File: src/rtl/fish_req_ctrl.sv
// Host-side request sequencer for one Twofish datapath core: runs encrypt,
// decrypt or encrypt-then-decrypt round trips and returns the result.
module fish_req_ctrl #(
    parameter int TIMEOUT   = 64,
    parameter int BUSY_WAIT = 4
) (
    input  logic         clk_i,
    input  logic         rst_i,
    input  logic         req_valid_i,
    output logic         req_ready_o,
    input  logic [127:0] req_block_i,
    input  logic [127:0] req_key_i,
    input  logic [1:0]   req_mode_i,
    output logic         resp_valid_o,
    input  logic         resp_ready_i,
    output logic [127:0] resp_data_o,
    output logic         resp_match_o,
    output logic         resp_err_o,
    output logic         core_reset_o,
    output logic         core_start_o,
    output logic         core_ende_o,
    output logic [127:0] core_block_o,
    output logic [127:0] core_key_o,
    input  logic [127:0] core_o_i,
    input  logic         core_busy_i
);

    localparam int CW = $clog2(TIMEOUT + 1);

    typedef enum logic [2:0] {
        S_IDLE, S_CRST, S_CSTART, S_WAIT_HI, S_WAIT_LO, S_CAPT, S_RESP
    } state_t;

    state_t         state_q, state_d;
    logic [127:0]   blk_q, blk_d;
    logic [127:0]   key_q, key_d;
    logic [127:0]   ct_q, ct_d;
    logic [1:0]     mode_q, mode_d;
    logic           pass2_q, pass2_d;
    logic [CW-1:0]  cnt_q, cnt_d;
    logic [127:0]   rdata_q, rdata_d;
    logic           rmatch_q, rmatch_d;
    logic           rerr_q, rerr_d;
    logic [CW-1:0]  cnt_inc_s;
    logic           core_active_s;

    // State and datapath registers.
    always_ff @(posedge clk_i or posedge rst_i) begin
        if (rst_i) begin
            state_q  <= S_IDLE;
            blk_q    <= 128'd0;
            key_q    <= 128'd0;
            ct_q     <= 128'd0;
            mode_q   <= 2'd0;
            pass2_q  <= 1'b0;
            cnt_q    <= {CW{1'b0}};
            rdata_q  <= 128'd0;
            rmatch_q <= 1'b0;
            rerr_q   <= 1'b0;
        end else begin
            state_q  <= state_d;
            blk_q    <= blk_d;
            key_q    <= key_d;
            ct_q     <= ct_d;
            mode_q   <= mode_d;
            pass2_q  <= pass2_d;
            cnt_q    <= cnt_d;
            rdata_q  <= rdata_d;
            rmatch_q <= rmatch_d;
            rerr_q   <= rerr_d;
        end
    end

    // cnt_q holds the number of cycles elapsed since the start pulse.
    always_comb begin
        if (cnt_q != {CW{1'b1}}) begin
            cnt_inc_s = cnt_q + CW'(1);
        end else begin
            cnt_inc_s = cnt_q;
        end
    end

    // Next-state logic for the request sequencer.
    always_comb begin
        state_d  = state_q;
        blk_d    = blk_q;
        key_d    = key_q;
        ct_d     = ct_q;
        mode_d   = mode_q;
        pass2_d  = pass2_q;
        cnt_d    = cnt_q;
        rdata_d  = rdata_q;
        rmatch_d = rmatch_q;
        rerr_d   = rerr_q;
        case (state_q)
            S_IDLE: begin
                if (req_valid_i) begin
                    blk_d    = req_block_i;
                    key_d    = req_key_i;
                    mode_d   = req_mode_i;
                    ct_d     = 128'd0;
                    pass2_d  = 1'b0;
                    rdata_d  = 128'd0;
                    rmatch_d = 1'b0;
                    if (req_mode_i == 2'd3) begin
                        rerr_d  = 1'b1;
                        state_d = S_RESP;
                    end else begin
                        rerr_d  = 1'b0;
                        state_d = S_CRST;
                    end
                end else begin
                    state_d = S_IDLE;
                end
            end
            S_CRST: begin
                state_d = S_CSTART;
            end
            S_CSTART: begin
                cnt_d = CW'(1);
                if (core_busy_i) begin
                    state_d = S_WAIT_LO;
                end else begin
                    state_d = S_WAIT_HI;
                end
            end
            S_WAIT_HI: begin
                cnt_d = cnt_inc_s;
                if (core_busy_i) begin
                    state_d = S_WAIT_LO;
                end else if (cnt_q >= CW'(BUSY_WAIT - 1)) begin
                    rdata_d  = 128'd0;
                    rmatch_d = 1'b0;
                    rerr_d   = 1'b1;
                    state_d  = S_RESP;
                end else begin
                    state_d = S_WAIT_HI;
                end
            end
            S_WAIT_LO: begin
                cnt_d = cnt_inc_s;
                if (!core_busy_i) begin
                    state_d = S_CAPT;
                end else if (cnt_q >= CW'(TIMEOUT)) begin
                    rdata_d  = 128'd0;
                    rmatch_d = 1'b0;
                    rerr_d   = 1'b1;
                    state_d  = S_RESP;
                end else begin
                    state_d = S_WAIT_LO;
                end
            end
            S_CAPT: begin
                if ((mode_q == 2'd2) && !pass2_q) begin
                    ct_d    = core_o_i;
                    pass2_d = 1'b1;
                    state_d = S_CRST;
                end else if (mode_q == 2'd2) begin
                    rdata_d  = ct_q;
                    rmatch_d = (core_o_i == blk_q);
                    state_d  = S_RESP;
                end else begin
                    rdata_d  = core_o_i;
                    rmatch_d = 1'b0;
                    state_d  = S_RESP;
                end
            end
            S_RESP: begin
                if (resp_ready_i) begin
                    rdata_d  = 128'd0;
                    rmatch_d = 1'b0;
                    rerr_d   = 1'b0;
                    state_d  = S_IDLE;
                end else begin
                    state_d = S_RESP;
                end
            end
            default: begin
                state_d = S_IDLE;
            end
        endcase
    end

    // Port decode; core inputs are only driven while a pass is in flight.
    always_comb begin
        core_active_s = (state_q == S_CRST) || (state_q == S_CSTART) ||
                        (state_q == S_WAIT_HI) || (state_q == S_WAIT_LO) ||
                        (state_q == S_CAPT);
        req_ready_o   = (state_q == S_IDLE);
        resp_valid_o  = (state_q == S_RESP);
        resp_data_o   = rdata_q;
        resp_match_o  = rmatch_q;
        resp_err_o    = rerr_q;
        core_reset_o  = rst_i || (state_q == S_CRST);
        core_start_o  = (state_q == S_CSTART);
        if (core_active_s) begin
            core_block_o = pass2_q ? ct_q : blk_q;
            core_key_o   = key_q;
            core_ende_o  = pass2_q || (mode_q == 2'd1);
        end else begin
            core_block_o = 128'd0;
            core_key_o   = 128'd0;
            core_ende_o  = 1'b0;
        end
    end

endmodule

File: config.mk
export PLATFORM = sky130hd
export DESIGN_NAME = fish_req_ctrl
export DESIGN_NICKNAME = d
export VERILOG_FILES = /design/src/rtl/fish_req_ctrl.sv
export SDC_FILE = /design/constraint.sdc
export NUM_CORES = 2
export LEC_CHECK = 0
export BUFFER_PORTS_ARGS = -buffer_cell sky130_fd_sc_hd__buf_4
export CAP_MARGIN = 10
export CORE_AREA = 3 3 308 310
export CTS_CLUSTER_SIZE = 14
export DETAILED_ROUTE_END_ITERATION = 7
export DIE_AREA = 0 0 311 313
export GPL_TIMING_DRIVEN = 0
export PLACE_DENSITY_LB_ADDON = 0.05
export SETUP_SLACK_MARGIN = 0.3
export SYNTH_ARGS = -nofsm -noshare
export SYNTH_HDL_FRONTEND = slang
export SYNTH_SLANG_ARGS = --single-unit
export TNS_END_PERCENT = 100
File: constraint.sdc
create_clock -name clk_i -period 20 [get_ports clk_i]
set_input_delay 1 -clock clk_i [delete_from_list [all_inputs] [get_ports clk_i]]
set_output_delay 1 -clock clk_i [all_outputs]
set_load 0.03 [all_outputs]
==> impl_metrics.py <==
metrics = {
    "finish": {
        "area.growth.synth_to_final_pct": 38.0,
        "layout-drive-gt1-share": 0.266,
        "final_net_count": 4068,
        "finish.utilization": 0.387,
        "fillCellCount": 9687,
        "post_layout_nonfiller_instances": 4986,
        "finalInstanceArea_um2": 35500,
    },
    "yosys": {
        "postSynthAreaPerCell_um2": 9.14,
        "synth_top_cells_by_area": "dfrtp_1 (51%), nand2_1 (15%), mux2i_1 (5.0%)",
        "synth-async-reset-ratio": 1.00,
        "post_synthesis_net_count": 3209,
        "post_synth_instance_area_um2": 25800,
        "synth_enable_flop_cells": 0,
        "ys_seq_area_frac": 0.512,
        "yosysMostFrequentCell": "nand2_1",
        "synth_cell_types": 53,
        "synth-seq-cells": 527,
        "synth_common_cells": "nand2_1 (1001), dfrtp_1 (527), nor2_1 (141), a22o_1 (136), a21oi_1 (135)",
        "post-synth-top-area-fraction": 0.512,
        "primary_flip_flop_cell_chosen_by_synthesis_mapping": "dfrtp_1",
        "synth-warning-count": 0,
        "yosys.area.top_type": "dfrtp_1",
        "postSynthCellCount": 2817,
    },
    "clocking": {
        "cts.sinks": 527,
        "cts.hold.buffers_added": 0,
        "cts_inserted_buffers": 68,
        "clk_pin_slew_ps": 60,
        "worst_skew_pair.late_latency_ps": 620,
        "cts_root_buf": "clkbuf_16",
        "cts.path.max_buffers": 3,
        "cts_repair_resize_count": 0,
        "cts_tree": "done",
        "cts_htree_levels": 3,
        "cts_setup_buffers": 0,
    },
    "power": {
        "total_leakage_power_uw": 0.0181,
        "ir_drop_v": 0.0000839,
        "cellPowerDensity_nw_per_um2": 182,
    },
    "setup_path": {
        "timing.rr.end": "key_q[0]",
        "crit_end": "core_block_o[119]",
        "crit_path_max_incr_delay_ps": 920,
        "crit_type": "flop to output port",
        "critPathLaunch": "pass2_q",
        "critical-path-slowest-cell": "clkbuf_1",
        "cp_max_fo": 10,
        "worst_setup_path_start_kind": "flop",
        "r2r_start": "state_q[1]",
        "worstPathRequired_ps": 19000,
        "r2r_cells": 8,
        "endpoint_kind_of_the_worst_setup_timing_path": "output port",
        "crit_arrival_ps": 3730,
        "cp_common_cell": "clkbuf_1",
        "reg2reg_slack_ps": 16730,
        "crit_chain": "clkbuf_1 > clkbuf_1 > buf_1 > mux2i_1 > nor2_1 > buf_4",
    },
    "place": {
        "hpwlAfterDp_mm": 103,
        "gpl.final_weighted_congestion": 0.903,
        "placedCellCount": 4849,
        "post_dp_cell_area_um2": 33400,
        "detailedPlace.worstSlack_ps": 15880,
        "buffers_added_on_ports": 781,
    },
    "outcome": {
        "run_status": "finished clean",
    },
    "floorplan": {
        "die_h_um": 313,
        "fp.dieW_um": 311,
        "rows": 111,
        "fp.dieArea_um2": 97300,
        "total_core_area_um2": 91900,
        "ios": 782,
        "start_util": 0.280,
    },
    "route": {
        "drc": 0,
        "drtIter0Drc": 1402,
        "wl_mm": 131,
        "vias": 23479,
        "postRouteAntennaNets": 0,
        "detail_route.vias_per_cell": 4.71,
        "dr_wl_cell_um": 26.2,
        "drt_pass1_iterations": 6,
    },
    "grt": {
        "grt_max_degree": 112,
        "first_global_vias": 24427,
        "groute.usage.overall": 0.262,
        "global_route_wire_length_before_repair_mm": 184,
        "number_of_antenna_violations_at_the_first_check_in_global_routing": 21,
        "grt_overflow_total": 0,
    },
    "timing": {
        "final-hold-violation-count": 0,
        "period_needed_ps": 4730,
        "max_clock_freq_mhz": 211,
        "slew_violations": 0,
        "fin_skew_ps": 18.0,
        "finalWorstSetupSlack_ps": 15270,
        "setup_viol": 0,
        "timing.final.crit_share": 0.236,
        "grt_setup_unrepaired": "false",
        "timing.slew.headroom": 0.190,
        "worstMarginPinSlew_ps": 1210,
    },
    "hold_path": {
        "hold_path_class": "input port to asynchronous set/reset pin",
    },
    "run": {
        "cap_viol_max_count": 0,
    },
}
==> final cells by class <==
class / instances / area, um2 / share of cell area
Timing Repair Buffer: 789 / 6060 / 0.170
Inverter: 57 / 221 / 0.00623
Sequential cell: 527 / 13200 / 0.371
Antenna cell: 16 / 40.0 / 0.00113
Buffer: 189 / 861 / 0.0242
Tap cell: 1243 / 1560 / 0.0438
Clock inverter: 16 / 150 / 0.00422
Multi-Input combinational cell: 2044 / 11500 / 0.324
Clock buffer: 105 / 1970 / 0.0555
==> registers in the layout, summed over array words and instances, names as in the netlist <==
signal and count:
state_q 3, ct_q 128, cnt_q 7, pass2_q 1, key_q 128, resp_err_o 1, resp_match_o 1, resp_data_o 128
mode_q 2, blk_q 128
==> layout by cell type (no fill, tap or decap), types with 3 or more instances in the layout <==
cell | Yosys | layout
clkbuf_16 | 0 | 69
buf_2 | 51 | 51
a31oi_1 | 3 | 3
a22oi_1 | 5 | 5
a2111oi_0 | 4 | 4
buf_6 | 11 | 11
buf_1 | 8 | 8
o22ai_1 | 22 | 22
o21ai_0 | 27 | 27
clkinv_8 | 0 | 4
nor4_1 | 19 | 19
clkinv_2 | 0 | 11
mux2_2 | 29 | 29
nor2b_1 | 17 | 17
diode_2 | 0 | 16
buf_4 | 0 | 781
nand2_1 | 1001 | 1001
buf_16 | 0 | 6
nor2_1 | 141 | 141
clkbuf_8 | 0 | 11
mux2i_1 | 129 | 129
nand4_1 | 18 | 18
xnor2_1 | 42 | 42
nand3_1 | 3 | 3
a22o_1 | 136 | 136
clkbuf_1 | 119 | 140
dfrtp_1 | 527 | 527
inv_1 | 56 | 55
and2_1 | 130 | 130
o2bb2ai_1 | 9 | 9
mux2_1 | 99 | 99
nand2b_1 | 9 | 9
clkbuf_2 | 0 | 4
a21oi_1 | 135 | 135
xor2_1 | 34 | 34
==> cell families (layout without fill, tap and decap cells) <==
group,count (synthesis),after routing,synth area share
adders and majority gates,1,1,0.000486
buffers and inverters,246,1156,0.0415
and+or+nand+nor,1352,1352,0.218
muxes,257,257,0.106
other,0,16,0
DFF,527,527,0.512
AOI/OAI and AO/OA,358,358,0.0960
xor gates and xnor gates,76,76,0.0258
==> metal layers <==
metal  share of wire  vias up  global-route usage
met5         0.00086        -                   0
met4           0.025       16              0.0713
met3           0.074      142              0.0786
met2            0.50      723               0.454
met1            0.40    11578               0.316
li1                -    11020                   -
==> where the power goes <==
group | leakage (uW) | switching [uW] | internal (uW)
clock | 0.00104 | 505 | 694
combinational | 0.0101 | 2310 | 1170
sequential | 0.00693 | 321 | 1460
total | 0.0181 | 3140 | 3320
==> through the flow <==
stage                     total power (uW)  hold slack (ps)  setup TNS [ps]
final                                 6460              411               0
after global routing                  6840              417               0
after CTS                             6570              388               0
after detailed placement              5340              454               0
after global placement                5330              449        -2100600
after floorplan                       3760              437               0
==> worst min-delay path by stage <==
stage                   start          to  slack [ps]  cells past startpoint
floorplan            key_q[0]    key_q[0]         440                      2
finish                  rst_i    key_q[2]         410                      2
CTS                     rst_i    key_q[2]         390                      2
detailed placement  key_q[98]   key_q[98]         450                      2
global placement    key_q[79]   key_q[79]         450                      2
global route            rst_i  key_q[113]         420                      2
==> worst max-delay path, delay by kind of cell (launching register included) <==
| kind | cells | cell delay (ps) |
|---|---|---|
| flip-flops | 1 | 310 |
| buffers and inverters | 4 | 2310 |
| AND/OR/NAND/NOR | 1 | 310 |
| multiplexers | 1 | 170 |
No activity file was read; power rests on OpenSTA's default activity.
